$ cat config.mk
export PLATFORM = sky130hd
export DESIGN_NAME = l2_cpu_req_queue
export DESIGN_NICKNAME = d
export VERILOG_FILES = /design/src/rtl/l2_cpu_req_queue.sv
export SDC_FILE = /design/constraint.sdc
export NUM_CORES = 1
export LEC_CHECK = 0
export ABC_CLOCK_PERIOD_IN_PS = 3800
export CAP_MARGIN = 20
export CORE_ASPECT_RATIO = 0.7
export CORE_MARGIN = 4
export CORE_UTILIZATION = 30
export DETAILED_ROUTE_END_ITERATION = 7
export PLACE_DENSITY = 0.5
export SLEW_MARGIN = 20
export SYNTH_ARGS = -nofsm -noshare
export SYNTH_HDL_FRONTEND = slang
export SYNTH_SLANG_ARGS = --single-unit
$ cat constraint.sdc
create_clock -name clk -period 3.8 [get_ports clk]
set_clock_uncertainty 0.05 [all_clocks]
set_input_delay 0.76 -clock clk [delete_from_list [all_inputs] [get_ports clk]]
set_output_delay 0.76 -clock clk [all_outputs]
set_load 0.02 [all_outputs]
$ cat src/rtl/l2_cpu_req_queue.sv
// Decoupling queue in front of the L2 core: a first-word-fall-through request FIFO plus a
// single flush slot that is released to the L2 only after every older request has drained.
module l2_cpu_req_queue #(
    parameter int DEPTH     = 4,
    parameter int ADDR_BITS = 32,
    parameter int WORD_BITS = 64
) (
    input  logic                         clk,
    input  logic                         rst,

    input  logic                         req_in_valid,
    output logic                         req_in_ready,
    input  logic [1:0]                   req_in_cpu_msg,
    input  logic [2:0]                   req_in_hsize,
    input  logic                         req_in_hprot,
    input  logic [ADDR_BITS-1:0]         req_in_addr,
    input  logic [WORD_BITS-1:0]         req_in_word,
    input  logic [5:0]                   req_in_amo,

    output logic                         req_out_valid,
    input  logic                         req_out_ready,
    output logic [1:0]                   req_out_cpu_msg,
    output logic [2:0]                   req_out_hsize,
    output logic                         req_out_hprot,
    output logic [ADDR_BITS-1:0]         req_out_addr,
    output logic [WORD_BITS-1:0]         req_out_word,
    output logic [5:0]                   req_out_amo,

    input  logic                         flush_in_valid,
    output logic                         flush_in_ready,
    input  logic                         flush_in_i,
    output logic                         flush_out_valid,
    input  logic                         flush_out_ready,
    output logic                         flush_out_i,

    output logic [$clog2(DEPTH):0]       count
);

    localparam int PTR_W   = $clog2(DEPTH);
    localparam int CNT_W   = PTR_W + 1;
    localparam int ENTRY_W = 2 + 3 + 1 + ADDR_BITS + WORD_BITS + 6;

    typedef enum logic {
        IDLE = 1'b0,
        PEND = 1'b1
    } flush_state_t;

    // Flush FSM state is kept as a named signal so checkers can bind to it directly.
    flush_state_t flush_state;
    flush_state_t flush_next;

    logic [ENTRY_W-1:0] mem [DEPTH];
    logic [PTR_W-1:0]   wr_ptr;
    logic [PTR_W-1:0]   rd_ptr;
    logic               flush_type;
    logic               flush_capture;
    logic               flush_pending;
    logic               push;
    logic               pop;

    // Handshakes: a transfer happens on a rising edge where valid and ready are both high;
    // valid never waits on ready, and ready here depends on registered state only.
    assign flush_pending = (flush_state == PEND);
    assign req_in_ready  = (count != CNT_W'(DEPTH)) && !flush_pending;
    assign req_out_valid = (count != '0);
    assign push          = req_in_valid && req_in_ready;
    assign pop           = req_out_valid && req_out_ready;
    assign flush_out_i   = flush_type;

    assign {req_out_cpu_msg, req_out_hsize, req_out_hprot,
            req_out_addr, req_out_word, req_out_amo} = mem[rd_ptr];

    always_ff @(posedge clk) begin
        if (push) begin
            mem[wr_ptr] <= {req_in_cpu_msg, req_in_hsize, req_in_hprot,
                            req_in_addr, req_in_word, req_in_amo};
        end
    end

    always_ff @(posedge clk) begin
        if (rst) begin
            wr_ptr      <= '0;
            rd_ptr      <= '0;
            count       <= '0;
            flush_state <= IDLE;
            flush_type  <= 1'b0;
        end else begin
            if (push) wr_ptr <= wr_ptr + PTR_W'(1);
            if (pop)  rd_ptr <= rd_ptr + PTR_W'(1);
            case ({push, pop})
                2'b10:   count <= count + CNT_W'(1);
                2'b01:   count <= count - CNT_W'(1);
                default: count <= count;
            endcase
            flush_state <= flush_next;
            if (flush_capture) flush_type <= flush_in_i;
        end
    end

    // A push accepted alongside a flush capture is older, so it drains before the flush shows.
    always_comb begin
        flush_next      = flush_state;
        flush_in_ready  = 1'b0;
        flush_out_valid = 1'b0;
        flush_capture   = 1'b0;
        case (flush_state)
            IDLE: begin
                flush_in_ready = 1'b1;
                if (flush_in_valid) begin
                    flush_capture = 1'b1;
                    flush_next    = PEND;
                end
            end
            PEND: begin
                flush_out_valid = (count == '0);
                if (flush_out_valid && flush_out_ready) flush_next = IDLE;
            end
            default: flush_next = IDLE;
        endcase
    end

endmodule

---- After elaboration in Yosys (flattened, before gate mapping) ----
Memory sizes are Yosys's and may differ from the RTL's. A register that Yosys moved wholly into a read port is not among the register bits.
Cells that the tools add are included.
word-level totals
  flip-flop bits (word level) ............. 9
  memory bits (writable) .................. 432
  input port bits ......................... 115
  output and inout port bits .............. 116
  word-level logic and storage cells ...... 33
  memories kept ........................... 1
cells by class
  add/sub/neg operators ................... 4
  equality and inequality tests ........... 3
  mux-type cells .......................... 11
  bitwise gates (word level) .............. 1
  reductions and logical operators ........ 8
memories
  memory  words  width  read ports  clocked after memory_dff  wr ports  line  source
  mem     4      108    1           1                         1         52    logic [ENTRY_W-1:0] mem [DEPTH];
operators by type and width
  kind                 count
  $mux 1               7
  $pmux 3 s2           1
  $add 2x1->2 const B  2
  $logic_and 1x1->1    4
  $mux 2               2
  $add 3x1->3 const B  1
  $logic_not 3->1      1
  $ne 3x3->1 const B   1
  $reduce_bool 3->1    1
  $sub 3x1->3 const B  1
  $eq 2x1->1 const B   1
  $eq 2x2->1 const B   1
  $pmux 1 s2           1
  $reduce_bool 2->1    1
  $logic_not 1->1      1
  $not 1->1            1

---- Depth between registers and ports, before layout ----
  depth in word-level cells ............... 5
  gate-level depth with buffers ........... 9

---- Worst setup path after synthesis ----
OpenSTA, ideal clock, no wires.
  kind .................................... in2reg
  start ................................... input req_in_valid
  end ..................................... memory mem[2][0] (netlist name), enable pin
  arrival ................................. 3,574 ps
  required time ........................... 3,271 ps
  slack ................................... -303 ps
  stages on the path ...................... 3
  path through ............................ nand2b_1 a21oi_2 and2_1
on the way
  word-level cells in the longest chain between the ends .. 3
ends and longest elaborated chain
  what                          line  source
  from (decl)                   11    input logic req_in_valid,
  $logic_and 1x1->1             66    assign push = req_in_valid && req_in_ready;
  $mux 1                        74    if (push) begin
  $mux 1 (implied by the code)  75    mem[wr_ptr] <= {req_in_cpu_msg, req_in_hsize, req_in_hprot,
  to (decl)                     52
No other way between the ends.

==> out/qor.yml <==
status:
  outcome: "finished, final reports clean"
floorplanning:
  die_w_um: 285
  core-area_mm2: 0.0526
  ios: 231
  dieArea_mm2: 0.0575
  start_util: 0.306
  rows: 70
  die_y_um: 202
clock_network:
  cts_inserted_buffers: 45
  hold_buffers: 0
  root_buffer: "clkbuf_16"
  htree_levels: 2
  clk_path_buf_depth: 3
  cts_resized: 0
  cts_tree: "built"
  clkTransAtPathRegs_ns: 0.06
  cts_sinks: 443
  clock_latency_ns: 0.56
  postCtsSetupBuffers: 0
finish:
  multi_input_area_mm2: 0.00275
  fillers: 4685
  regArea_mm2: 0.0132
  synthToLayoutAreaGrowth_pct: 29.6
  drive_gt1_frac: 0.208
  final_nets: 1019
routing:
  routed_wl_mm: 34.2
  wl_met2_mm: 15.0
  antenna_left: 0
  drc: 0
  drtPass1Iterations: 4
  drtIter0Drc: 398
  wl_met3_mm: 2.14
  top_layer_used: "met5"
  wl_met1_mm: 16.3
  vias: 7419
  wl_per_cell_um: 20.7
  avgViaCountPerCell: 4.49
hold_path:
  hp-class: "reg2reg"
  min_from: "rd_ptr[1]"
worst_setup_path:
  critical-path-slowest-cell: "mux4_2"
  crit_type: "reg2out"
  critPathMaxStageDelay_ns: 0.60
  end_kind: "output port"
  worstPathRequired_ns: 2.99
  worstPathArrival_ns: 2.70
  cp_max_fo: 39
  cp_cell_sequence: "buf_12 > mux4_2 > clkdlybuf4s50_1"
  timing.rr.start: "count[0]"
  crit_path_start_kind: "flop"
timing:
  hold_viol: 0
  setup_violations: 0
  relSlewSlack: 0.660
  clock.fmax_mhz: 285
  slew_violations: 0
  min_period_over_period: 0.923
  worst_pin_slew_ns: 0.506
  period_needed_ns: 3.51
  setup-tns-final_ns: 0
  rsz0062_at_grt: "no"
global_route:
  grt_usage: 0.119
  grt_pass1_vias: 7949
  grt-ovfl-total: 0
  grt_first_pass_wirelength_mm: 51.6
  grt_max_degree: 67
  antenna_found_initial: 2
yosys:
  yosys_warnings: 0
  yosys-top-cells-area: "edfxtp_1 (81%), mux4_2 (15%), dfxtp_1 (1.4%), ha_1 (0.39%), buf_2 (0.37%)"
  syn-num-nets: 750
  synthDominantCellAreaShare: 0.805
  syn_avg_cell_area_um2: 25.6
  syn_area_mm2: 0.0161
  synth_area_leader_cell: "edfxtp_1"
  synth-seq-cells: 443
  syn_inst: 629
  synth_cell_types: 25
  synth-seq-area-share: 0.819
power_and_ir_drop:
  leakage_nw: 6.47
  power.total_mw: 13.9
  powerDensity_mw_per_mm2: 667
  ir_drop_mv: 0.404
run:
  max_cap_violations: 0
placement:
  io_buffers: 230
  dp_hpwl_mm: 20.4
  gp_congestion: 0.666
[layout by cell type, fill, tap and decap left out, drive strengths merged]
cell	instances
a21oi	5
diode	2
bufinv	3
nor2	11
o21ai	2
a311oi	1
dfxtp	11
clkbuf	56
mux2i	2
clkinv	18
nor3	1
or3	2
inv	11
mux4	108
edfxtp	432
nor2b	1
clkdlybuf4s50	230
xor2	3
mux2	1
o31ai	1
ha	5
nand2b	3
clkinvlp	1
nand2	1
fa	1
and2	4
buf	17
[report_power, final]
group          internal (mW)  switching, mW
Clock                   2.47           1.79
Sequential              5.77          0.152
Combinational           1.88           1.86
[cell usage after synthesis]
library cell and n:
or3_1 2, a311oi_1 1, nor3_1 1, o21ai_0 2
dfxtp_1 11, buf_6 3, nand2_1 1, buf_2 12
a21oi_2 1, buf_8 1, nor2_1 11, mux4_2 108
ha_1 5, xor2_1 3, nor2b_1 1, mux2i_1 2
clkbuf_1 9, mux2_2 1, fa_1 1, o31ai_1 1
inv_1 9, nand2b_1 3, edfxtp_1 432, a21oi_1 4
and2_1 4
[registers in the layout (all words and copies together) (netlist names), named ones only]
name,flops
wr_ptr,2
flush_out_i,1
flush_pending,1
rd_ptr,2
mem,432
count,3
[per-stage QoR]
stage | area, um^2 | hold slack (ns) | util | setup slack [ns] | cells
global route | 20900 | 0.472 | 0.397 | 0.141 | 1651
CTS | 20900 | 0.449 | 0.397 | 0.212 | 1651
finish | 20900 | 0.439 | 0.397 | 0.292 | 1653
global placement | 19500 | 0.417 | 0.370 | 0.848 | 1571
floorplan | 16100 | 0.409 | - | 0.889 | 629
detailed placement | 19500 | 0.439 | 0.370 | 0.825 | 1571
[path summary, 6_finish.rpt]
kind,endpoint,slack (ns),cells after the start
setup / recovery,req_out_addr[31],0.29,3
hold / removal,flop,0.44,2
setup reg to reg,mem[2][93],1.54,4
hold reg to reg,flop,0.44,2
[final cells by class]
class | instances | share of cell area
sequential | 443 | 0.632
multi-input combinational | 152 | 0.132
clock buffer | 56 | 0.0584
antenna | 2 | 0.000240
tap | 720 | 0.0431
timing repair buffer | 247 | 0.124
inverter | 9 | 0.00162
clock inverter | 24 | 0.00917
[routing by layer]
metal  vias up  GRT usage
li1       3231          -
met1      3909      0.175
met2       221      0.174
met3        54     0.0315
met4         4     0.0331
met5         -          0
[worst max-delay path: cells and delay by family, from the launching register on]
| kind | cells | cell delay, ns |
|---|---|---|
| buf+inv | 2 | 0.94 |
| flops | 1 | 0.53 |
| mux | 1 | 0.60 |
[kinds of logic after synthesis]
logic type	Yosys count	share of synthesized area
AND/OR/NAND/NOR	23	0.00699
XOR/XNOR	3	0.00163
adder cells (fa/ha/maj)	6	0.00513
AO/OA/AOI/OAI	9	0.00342
multiplexers	111	0.153
flip-flops	443	0.819
buffers and inverters	34	0.0110
No activity file was read; power rests on OpenSTA's default activity.
